===== config.mk =====
export PLATFORM = sky130hd
export DESIGN_NAME = fp16_align_unit
export DESIGN_NICKNAME = d
export VERILOG_FILES = /design/src/rtl/fp16_pkg.sv /design/src/rtl/fp16_unpack.sv /design/src/rtl/fp16_align_unit.sv
export SDC_FILE = /design/constraint.sdc
export NUM_CORES = 1
export LEC_CHECK = 0
export ABC_AREA = 1
export CORE_AREA = 3 3 81 83
export CTS_CLUSTER_DIAMETER = 50
export DETAILED_ROUTE_END_ITERATION = 16
export DIE_AREA = 0 0 84 86
export GPL_TIMING_DRIVEN = 0
export MAX_ROUTING_LAYER = met4
export PLACE_DENSITY = 0.83
export SYNTH_ARGS = -nofsm -noshare
export SYNTH_HDL_FRONTEND = slang
export SYNTH_HIERARCHICAL = 1
export SYNTH_SLANG_ARGS = --single-unit

===== constraint.sdc =====
create_clock -name Clk -period 2.4 [get_ports Clk]
set_input_delay 0.36 -clock Clk [delete_from_list [all_inputs] [get_ports Clk]]
set_output_delay 0.36 -clock Clk [all_outputs]
set_load 0.02 [all_outputs]

===== src/rtl/fp16_pkg.sv =====
`default_nettype none
// ============================================================================
//  Module      : fp16_pkg
//  Description : Shared constants and state encoding for the binary16
//                operand alignment stage (fp16_align_unit / fp16_unpack).
//                  EXP_W       - exponent field width
//                  MAN_W       - stored fraction width
//                  ALIGN_W     - aligned significand width (hidden + frac + GRS)
//                  GRS_W       - guard/round/sticky bit count
//                  CNT_W       - shift counter width
//                  EXP_MAX     - all-ones exponent (Inf/NaN)
//                  SHIFT_CLAMP - largest useful alignment shift
//  Revision    : 1.0 - initial release
// ============================================================================
package fp16_pkg;

    localparam int EXP_W       = 5;
    localparam int MAN_W       = 10;
    localparam int ALIGN_W     = 14;
    localparam int GRS_W       = 3;
    localparam int CNT_W       = 4;
    localparam int EXP_MAX     = 31;
    localparam int SHIFT_CLAMP = 14;

    typedef enum logic [1:0] {
        IDLE  = 2'd0,
        SHIFT = 2'd1,
        DONE  = 2'd2
    } state_t;

endpackage
`default_nettype wire


===== src/rtl/fp16_unpack.sv =====
`default_nettype none
// ============================================================================
//  Module      : fp16_unpack
//  Description : Combinational binary16 field split. Inserts the hidden bit,
//                produces the effective exponent and flags Inf/NaN.
//                Build macro FP16_SUBNORMAL_EN:
//                  defined   - exponent field 0 gives hidden bit 0 and
//                              effective exponent 1 (exact subnormals)
//                  undefined - exponent field 0 flushes to zero
//                              (significand 0, effective exponent 0)
//  Ports       : i_op      - packed binary16 operand
//                o_sign    - sign bit (kept even when flushed)
//                o_exp     - effective exponent
//                o_sig     - significand with hidden bit, MAN_W+1 bits
//                o_special - exponent field is all ones
//  Revision    : 1.0 - initial release
// ============================================================================
module fp16_unpack #(
    parameter int EXP_W = 5,
    parameter int MAN_W = 10
) (
    input  logic [EXP_W+MAN_W:0] i_op,
    output logic                 o_sign,
    output logic [EXP_W-1:0]     o_exp,
    output logic [MAN_W:0]       o_sig,
    output logic                 o_special
);
    import fp16_pkg::*;

    logic [EXP_W-1:0] w_exp_field;
    logic [MAN_W-1:0] w_frac;

    assign o_sign      = i_op[EXP_W+MAN_W];
    assign w_exp_field = i_op[EXP_W+MAN_W-1:MAN_W];
    assign w_frac      = i_op[MAN_W-1:0];
    assign o_special   = (w_exp_field == EXP_W'(EXP_MAX));

    always_comb begin
        o_exp = w_exp_field;
        o_sig = {1'b1, w_frac};
        if (w_exp_field == '0) begin
`ifdef FP16_SUBNORMAL_EN
            // Subnormals share the scale of exponent 1 without the hidden bit.
            o_exp = EXP_W'(1);
            o_sig = {1'b0, w_frac};
`else
            o_exp = '0;
            o_sig = '0;
`endif
        end
    end

endmodule
`default_nettype wire


===== src/rtl/fp16_align_unit.sv =====
`default_nettype none
// ============================================================================
//  Module      : fp16_align_unit
//  Description : Multi-cycle operand alignment for the binary16 adder.
//                Orders two operands by exponent and shifts the smaller
//                significand right one bit per cycle, accumulating G/R/S.
//                Optional build macro FP16_SUBNORMAL_EN (see fp16_unpack).
//  Ports       : Clk, Rst (async, active high)
//                A, B, In_valid, In_ready         - operand handshake
//                Out_valid, Out_ready             - result handshake
//                Exp_out, Mant_big, Mant_small,
//                Sign_big, Eff_sub, Special       - aligned result
//  Revision    : 1.0 - initial release
// ============================================================================
module fp16_align_unit #(
    parameter int EXP_W   = 5,
    parameter int MAN_W   = 10,
    parameter int ALIGN_W = 14
) (
    input  logic                 Clk,
    input  logic                 Rst,
    input  logic [EXP_W+MAN_W:0] A,
    input  logic [EXP_W+MAN_W:0] B,
    input  logic                 In_valid,
    output logic                 In_ready,
    output logic                 Out_valid,
    input  logic                 Out_ready,
    output logic [EXP_W-1:0]     Exp_out,
    output logic [ALIGN_W-1:0]   Mant_big,
    output logic [ALIGN_W-1:0]   Mant_small,
    output logic                 Sign_big,
    output logic                 Eff_sub,
    output logic                 Special
);
    import fp16_pkg::*;

    // ------------------------------------------------------------------
    // Unpack both operands
    // ------------------------------------------------------------------
    logic             w_sign_a, w_sign_b;
    logic [EXP_W-1:0] w_exp_a, w_exp_b;
    logic [MAN_W:0]   w_sig_a, w_sig_b;
    logic             w_spec_a, w_spec_b;

    fp16_unpack #(.EXP_W(EXP_W), .MAN_W(MAN_W)) u_unpack_a (
        .i_op      (A),
        .o_sign    (w_sign_a),
        .o_exp     (w_exp_a),
        .o_sig     (w_sig_a),
        .o_special (w_spec_a)
    );

    fp16_unpack #(.EXP_W(EXP_W), .MAN_W(MAN_W)) u_unpack_b (
        .i_op      (B),
        .o_sign    (w_sign_b),
        .o_exp     (w_exp_b),
        .o_sig     (w_sig_b),
        .o_special (w_spec_b)
    );

    // ------------------------------------------------------------------
    // Ordering: ties go to A; no significand compare is made here.
    // ------------------------------------------------------------------
    logic             w_a_big;
    logic [EXP_W-1:0] w_exp_big, w_exp_small, w_diff;
    logic [MAN_W:0]   w_sig_big, w_sig_small;
    logic             w_sign_big;
    logic [CNT_W-1:0] w_shift_amt;
    logic             w_special;
    logic             w_accept;

    assign w_a_big     = (w_exp_a >= w_exp_b);
    assign w_exp_big   = w_a_big ? w_exp_a  : w_exp_b;
    assign w_exp_small = w_a_big ? w_exp_b  : w_exp_a;
    assign w_sig_big   = w_a_big ? w_sig_a  : w_sig_b;
    assign w_sig_small = w_a_big ? w_sig_b  : w_sig_a;
    assign w_sign_big  = w_a_big ? w_sign_a : w_sign_b;
    assign w_diff      = w_exp_big - w_exp_small;
    assign w_special   = w_spec_a | w_spec_b;

    // Beyond SHIFT_CLAMP every significand bit already sits in sticky.
    assign w_shift_amt = (w_diff > EXP_W'(SHIFT_CLAMP)) ? CNT_W'(SHIFT_CLAMP)
                                                        : w_diff[CNT_W-1:0];

    // ------------------------------------------------------------------
    // State and datapath registers
    // ------------------------------------------------------------------
    state_t             r_state_q,      w_state_d;
    logic [CNT_W-1:0]   r_cnt_q,        w_cnt_d;
    logic [EXP_W-1:0]   r_exp_q,        w_exp_d;
    logic [ALIGN_W-1:0] r_mant_big_q,   w_mant_big_d;
    logic [ALIGN_W-1:0] r_mant_small_q, w_mant_small_d;
    logic               r_sign_big_q,   w_sign_big_d;
    logic               r_eff_sub_q,    w_eff_sub_d;
    logic               r_special_q,    w_special_d;

    assign In_ready = (r_state_q == IDLE) && !Rst;
    assign w_accept = In_valid && In_ready;

    always_comb begin
        w_state_d      = r_state_q;
        w_cnt_d        = r_cnt_q;
        w_exp_d        = r_exp_q;
        w_mant_big_d   = r_mant_big_q;
        w_mant_small_d = r_mant_small_q;
        w_sign_big_d   = r_sign_big_q;
        w_eff_sub_d    = r_eff_sub_q;
        w_special_d    = r_special_q;

        case (r_state_q)
            IDLE: begin
                if (w_accept) begin
                    w_exp_d        = w_exp_big;
                    w_mant_big_d   = {w_sig_big,   {GRS_W{1'b0}}};
                    w_mant_small_d = {w_sig_small, {GRS_W{1'b0}}};
                    w_sign_big_d   = w_sign_big;
                    w_eff_sub_d    = w_sign_a ^ w_sign_b;
                    w_special_d    = w_special;
                    w_cnt_d        = w_shift_amt;
                    if (w_special || (w_shift_amt == '0)) begin
                        w_state_d = DONE;
                    end else begin
                        w_state_d = SHIFT;
                    end
                end
            end

            SHIFT: begin
                // Bits leaving position 1 fold into the sticky bit at 0.
                w_mant_small_d = {1'b0, r_mant_small_q[ALIGN_W-1:2],
                                  r_mant_small_q[1] | r_mant_small_q[0]};
                w_cnt_d        = r_cnt_q - CNT_W'(1);
                if (r_cnt_q <= CNT_W'(1)) begin
                    w_state_d = DONE;
                end
            end

            DONE: begin
                if (Out_ready) begin
                    w_state_d = IDLE;
                end
            end

            default: begin
                w_state_d = IDLE;
            end
        endcase
    end

    always_ff @(posedge Clk or posedge Rst) begin
        if (Rst) begin
            r_state_q      <= IDLE;
            r_cnt_q        <= '0;
            r_exp_q        <= '0;
            r_mant_big_q   <= '0;
            r_mant_small_q <= '0;
            r_sign_big_q   <= 1'b0;
            r_eff_sub_q    <= 1'b0;
            r_special_q    <= 1'b0;
        end else begin
            r_state_q      <= w_state_d;
            r_cnt_q        <= w_cnt_d;
            r_exp_q        <= w_exp_d;
            r_mant_big_q   <= w_mant_big_d;
            r_mant_small_q <= w_mant_small_d;
            r_sign_big_q   <= w_sign_big_d;
            r_eff_sub_q    <= w_eff_sub_d;
            r_special_q    <= w_special_d;
        end
    end

    assign Out_valid  = (r_state_q == DONE);
    assign Exp_out    = r_exp_q;
    assign Mant_big   = r_mant_big_q;
    assign Mant_small = r_mant_small_q;
    assign Sign_big   = r_sign_big_q;
    assign Eff_sub    = r_eff_sub_q;
    assign Special    = r_special_q;

endmodule
`default_nettype wire

==> Yosys cells after proc, flatten, opt, wreduce, memory -nomap -nowiden <==
Cells that the tools add are included.
{ "word_totals": {"inputBits": 36, "regBits": 39} }
{ "classes": {"magnitude_cmp": 3, "n_bitwise": 3, "muxes": 19, "reduce_logical": 12, "n_eq_ne": 7, "addsub": 2} }
{ "op_table": {"columns": ["op", "count"], "rows": [
  ["2-to-1 mux 11 bit", 4],
  ["one-hot mux 14 bit (2 select lines)", 1],
  ["2-to-1 mux 5 bit", 4],
  ["2-to-1 mux 14 bit", 1],
  ["== test 5 bit (second input constant)", 2],
  ["zero test 5 bit", 2],
  ["2-to-1 mux 2 bit", 4],
  ["2-to-1 mux 4 bit", 2],
  ["one-hot mux 4 bit (2 select lines)", 1],
  ["one-hot mux 2 bit (3 select lines)", 1],
  ["greater-or-equal comparator 5 bit", 1],
  ["greater-than comparator 5 x 4 -> 1 bit (second input constant)", 1],
  ["subtractor 5 bit", 1],
  ["<= comparator 4 x 1 -> 1 bit (second input constant)", 1],
  ["zero test 4 bit", 1],
  ["inequality test 2 bit (second input constant)", 2],
  ["AND reduction 2 bit", 2],
  ["subtractor 4 x 1 -> 4 bit (second input constant)", 1],
  ["AND reduction 3 bit", 1],
  ["== test 2 x 1 -> 1 bit (second input constant)", 1],
  ["== test 2 bit (second input constant)", 1],
  ["logical AND 1 bit", 2],
  ["zero test 2 bit", 1],
  ["inequality test 2 x 1 -> 1 bit (second input constant)", 1],
  ["6 further kinds", 7]
]} }

==> Depth between registers and ports, before layout <==
{ "depth": {"ltp_word": 12, "mapped_depth": 22} }

==> Modules after synthesis <==
The synthesis kept the hierarchy.
{ "by_module_without_submodules": {"columns": ["module", "area_each_um2", "cells_per_inst", "seq_area_each_um2", "n_inst"], "rows": [
  ["fp16_align_unit", 2329.7, 314, 975.9, 1],
  ["fp16_unpack", 141.4, 34, 0.0, 2]
]} }

==> Worst setup path after synthesis <==
Ideal clock, no wire load.
{ "synth_timing": {"path_kind": "input to register", "start": "input port B[12]", "end": "register r_state_q[0]", "setup_slack_ns": 0.004, "arrival_time_ns": 2.278, "cell_stages": 20, "n_path_buf": 1, "path_cell_list": "clkbuf_1 inv_1 ha_1 a21oi_1 nand2_1 nand2_2 nand2_4 nand2_1 nand3_1 ha_1 inv_1 nand2_1 nand2_1 nand3b_1 nand2_2 nand2_2 nor2_4 nand2_1 nand3_1 nand2_1"} }
{ "synth_via": {"elab_chain_len": 12} }
{ "synth_lines": {"columns": ["item", "line_no", "source"], "rows": [
  ["start: declaration", "fp16_align_unit.sv:23", "input logic [EXP_W+MAN_W:0] B,"],
  ["zero test 5 bit", "fp16_unpack.sv:41", "if (w_exp_field == '0) begin"],
  ["2-to-1 mux 5 bit", "fp16_unpack.sv:41", null],
  ["greater-or-equal comparator 5 bit", "fp16_align_unit.sv:72", "assign w_a_big = (w_exp_a >= w_exp_b);"],
  ["2-to-1 mux 5 bit, on equally long branches", "fp16_align_unit.sv:73, fp16_align_unit.sv:74", null],
  ["subtractor 5 bit", "fp16_align_unit.sv:78", "assign w_diff = w_exp_big - w_exp_small;"],
  ["greater-than comparator 5 x 4 -> 1 bit", "fp16_align_unit.sv:82", "assign w_shift_amt = (w_diff > EXP_W'(SHIFT_CLAMP)) ? CNT_W'(SHIFT_CLAMP)"],
  ["2-to-1 mux 4 bit", "fp16_align_unit.sv:82", null],
  ["zero test 4 bit", "fp16_align_unit.sv:120", "if (w_special || (w_shift_amt == '0)) begin"],
  ["logical OR 1 bit (*)", "fp16_align_unit.sv:120", null],
  ["2-to-1 mux 2 bit (*)", "fp16_align_unit.sv:120", null],
  ["2-to-1 mux 2 bit (*)", "fp16_align_unit.sv:112", "if (w_accept) begin"],
  ["one-hot mux 2 bit (3 select lines) (*)", "fp16_align_unit.sv:110", "case (r_state_q)"],
  ["end signal: assignment", "fp16_align_unit.sv:161", "r_state_q <= w_state_d;"],
  ["end: declaration", "fp16_align_unit.sv:88", "state_t r_state_q, w_state_d;"]
]} }
Mark *: on every way between the ends. The rest lies on a longest branch, timed or not. The select of a mux whose other input is x is not followed.
A chain may end at the register's enable or synchronous reset.

==> Final worst setup path <==
{ "layout_timing": {"start": "input port B[11]", "end": "register r_state_q[0]"} }
The elaborated chain is that of the path after synthesis.

==> impl_metrics.yaml <==
logic_synthesis:
  netlist_instances: 382
  ys.flop_type: "dfrtp_1"
  postSynthAreaPerCell_sq_um: 6.839
  synth_area_leaders: "dfrtp_1 37%, nand2_1 14%, o21ai_0 9.2%, inv_1 8.2%, nor2_1 6.5%"
  netlist.area_leader.share_pct: 37.36
  ys_warn_count: 6
  yosys.cell_types.count: 34
  syn_area_sq_um: 2613
  ys_seq_area_share_pct: 37.36
  synth-seq-cells: 39
  synth-async-reset-ratio_pct: 100.0
  yosys.area.top_type: "dfrtp_1"
  synth_edf_count: 0
setup_path:
  ff2ff_path_depth: 6
  critPathRequiredTime_ns: 2.59
  critPathLaunch: "B[11]"
  rr_startpoint: "r_state_q[1]"
  r2r-end: "Mant_big[8]"
  crit_fanout: 3
  reg2reg_slack_ns: 0.36
  endpoint_kind: "flip-flop"
  crit_path_end: "r_state_q[0]"
  worstSetupPathType: "in -> reg"
  crit_path_start_kind: "input pin"
  cp.arrival_ns: 2.39
grt:
  grt_first_pass_wirelength_mm: 12.66
  overflow: 0
  antenna_found_initial: 0
  grt_max_degree: 40
  track_usage_pct: 21.94
  grt_pass1_vias: 2773
clocking:
  cts_root_buffer: "clkbuf_8"
  cts_hold_buf: 0
  clockBufferDepth: 2
  htreeDepth: 2
  cts_inserted_buffers: 5
  tritoncts: "built"
  insertion_delay_ns: 0.30
  cts_num_sinks: 39
  clk_pin_slew_ns: 0.09
timing:
  max_freq_mhz: 454.0
  final_max_slew_viol_count: 0
  timing.final.crit_share_pct: 91.77
  min_period_ns: 2.203
  finalSetupTns_ns: 0
  hold_viol_final: 0
  setup_slack_ns: 0.1975
  skew_ns: 0.006554
  tightest_slew_ns: 0.8543
  setup_viol: 0
  slew_headroom_pct: 42.96
die:
  die_w_um: 84
  ioPinCount: 74
  die_h_um: 86
  coreArea_sq_um: 5921
  start_util_pct: 44.13
  rows: 28
  dieArea_sq_um: 7224
flow_run:
  maxCapViolations: 0
placement:
  pre_cts_slack_ns: -0.8620
  portBuffers: 68
  hpwl_mm: 5.433
  place_inst: 527
  place_congestion: 0.8273
worst_hold_path:
  hold_class: "in -> reg"
  hp-start: "B[15]"
routing:
  drt-initial-drc-count: 182
  wirelength_mm: 7.533
  vias_per_cell: 5.136
  drc: 0
  ant_nets: 0
  dr.pass1.iters: 4
  vias: 2727
  avgRoutedWirePerCell_um: 14.19
pwr:
  power_leakage_nw: 1.776
  power.density_nw_per_um2: 1032
  ir_worst_vdd_mv: 0.6047
layout:
  antenna_cells: 0
  nNetsFinal: 499
  syn_to_final_growth_pct: 37.45
  drive_gt1_share_pct: 13.38
  finalNonFillerCells: 531
outcome:
  status: "finished clean"
timing repair:
action                     in CTS  in global routing
setup endpoints to repair      27                 22
pin swaps                       5                  8
buffers inserted                4                  2
gates resized for setup        24                 28
power breakdown:
part	total (mW)	internal, mW	switching (mW)
Sequential	1.17	0.965	0.210
Combinational	1.97	0.866	1.10
Clock	0.566	0.310	0.257
Total	3.71	2.14	1.57
critical path: stages:
cell and delay, ns:
clkdlybuf4s15_1 0.21, inv_2 0.11, ha_4 0.22, nand2_4 0.08, nor2_4 0.04, nor2_4 0.14
nand2_4 0.09, nand2_2 0.07, nand3_2 0.07, ha_1 0.18, inv_1 0.07, nand2_1 0.08
nand2_2 0.07, nand3b_1 0.08, nand2_2 0.10, nand2_1 0.07, nor2_1 0.12, nand2_1 0.10
nand3_1 0.09, nand2_1 0.05
cell families after synthesis:
logic type	count (synthesis)	share of synthesized area [%]
AOI/OAI and AO/OA	71	15.66
buffers and inverters	86	13.94
DFF	39	37.36
adders and majority gates	8	3.832
and+or+nand+nor	175	28.40
xor gates and xnor gates	2	0.6706
other	1	0.1435
per-stage QoR:
step	hold WS (ns)	cell area, sq um	utilization, %	power (mW)
after floorplan	0.5332	2620	-	2.263
after global placement	0.4686	3395	57.33	3.063
after detailed placement	0.4758	3395	57.33	3.107
after CTS	0.3699	3576	60.40	3.699
after global routing	0.3773	3591	60.65	3.979
final	0.3606	3591	60.65	3.707
routing by layer:
metal	track usage [%]	wire length, um
met3	3.746	450
met2	38.18	3648
met1	26.88	3302
met5	-	0
met4	4.825	131
registers in the layout (all words and copies together), names as in the netlist:
register / cells
Eff_sub: 1
Exp_out: 5
Mant_big: 11
Mant_small: 14
Sign_big: 1
Special: 1
r_cnt_q: 4
r_state_q: 2
worst min-delay path by stage:
stage,endpoint,slack [ns],depth (start not counted)
2_1_floorplan,r_cnt_q[1],0.53,2
3_3_place_gp,Mant_big[7],0.47,2
3_5_place_dp,Mant_big[10],0.48,2
4_1_cts,Sign_big,0.37,3
5_1_grt,Eff_sub,0.38,3
6_report,Sign_big,0.36,3
cell usage in the layout, fill, tap and decap left out, types with 8 or more instances in the layout:
cell and n:
buf_4 10, clkbuf_1 10, clkbuf_2 8, clkdlybuf4s50_1 58, dfrtp_1 39, inv_1 53, nand2_1 90, nand3_1 14
nor2_1 45, o21ai_0 48
final cells by class:
class	instances	area, sq um
fillers	545	2330
multi-input cells	259	1389
flip-flops and latches	39	975.9
repair buffers	74	693.2
inverters	58	217.7
plain buffers	18	108.9
well taps	75	93.84
clock buffers	5	68.82
clock inverters	3	43.79
cells in the mapped netlist, types with 2 or more instances:
| cell | count |
|---|---|
| a21oi_1 | 4 |
| a21oi_2 | 2 |
| buf_4 | 5 |
| buf_6 | 3 |
| clkbuf_1 | 20 |
| dfrtp_1 | 39 |
| ha_1 | 8 |
| inv_1 | 57 |
| nand2_1 | 95 |
| nand2_2 | 3 |
| nand3_1 | 17 |
| nand3b_1 | 2 |
| nand4_1 | 4 |
| nor2_1 | 45 |
| nor2_4 | 2 |
| nor3_1 | 2 |
| o211ai_1 | 4 |
| o21ai_0 | 48 |
| o22ai_1 | 2 |
| o311ai_0 | 5 |
| or2_2 | 2 |
No activity file was read; power rests on OpenSTA's default activity.
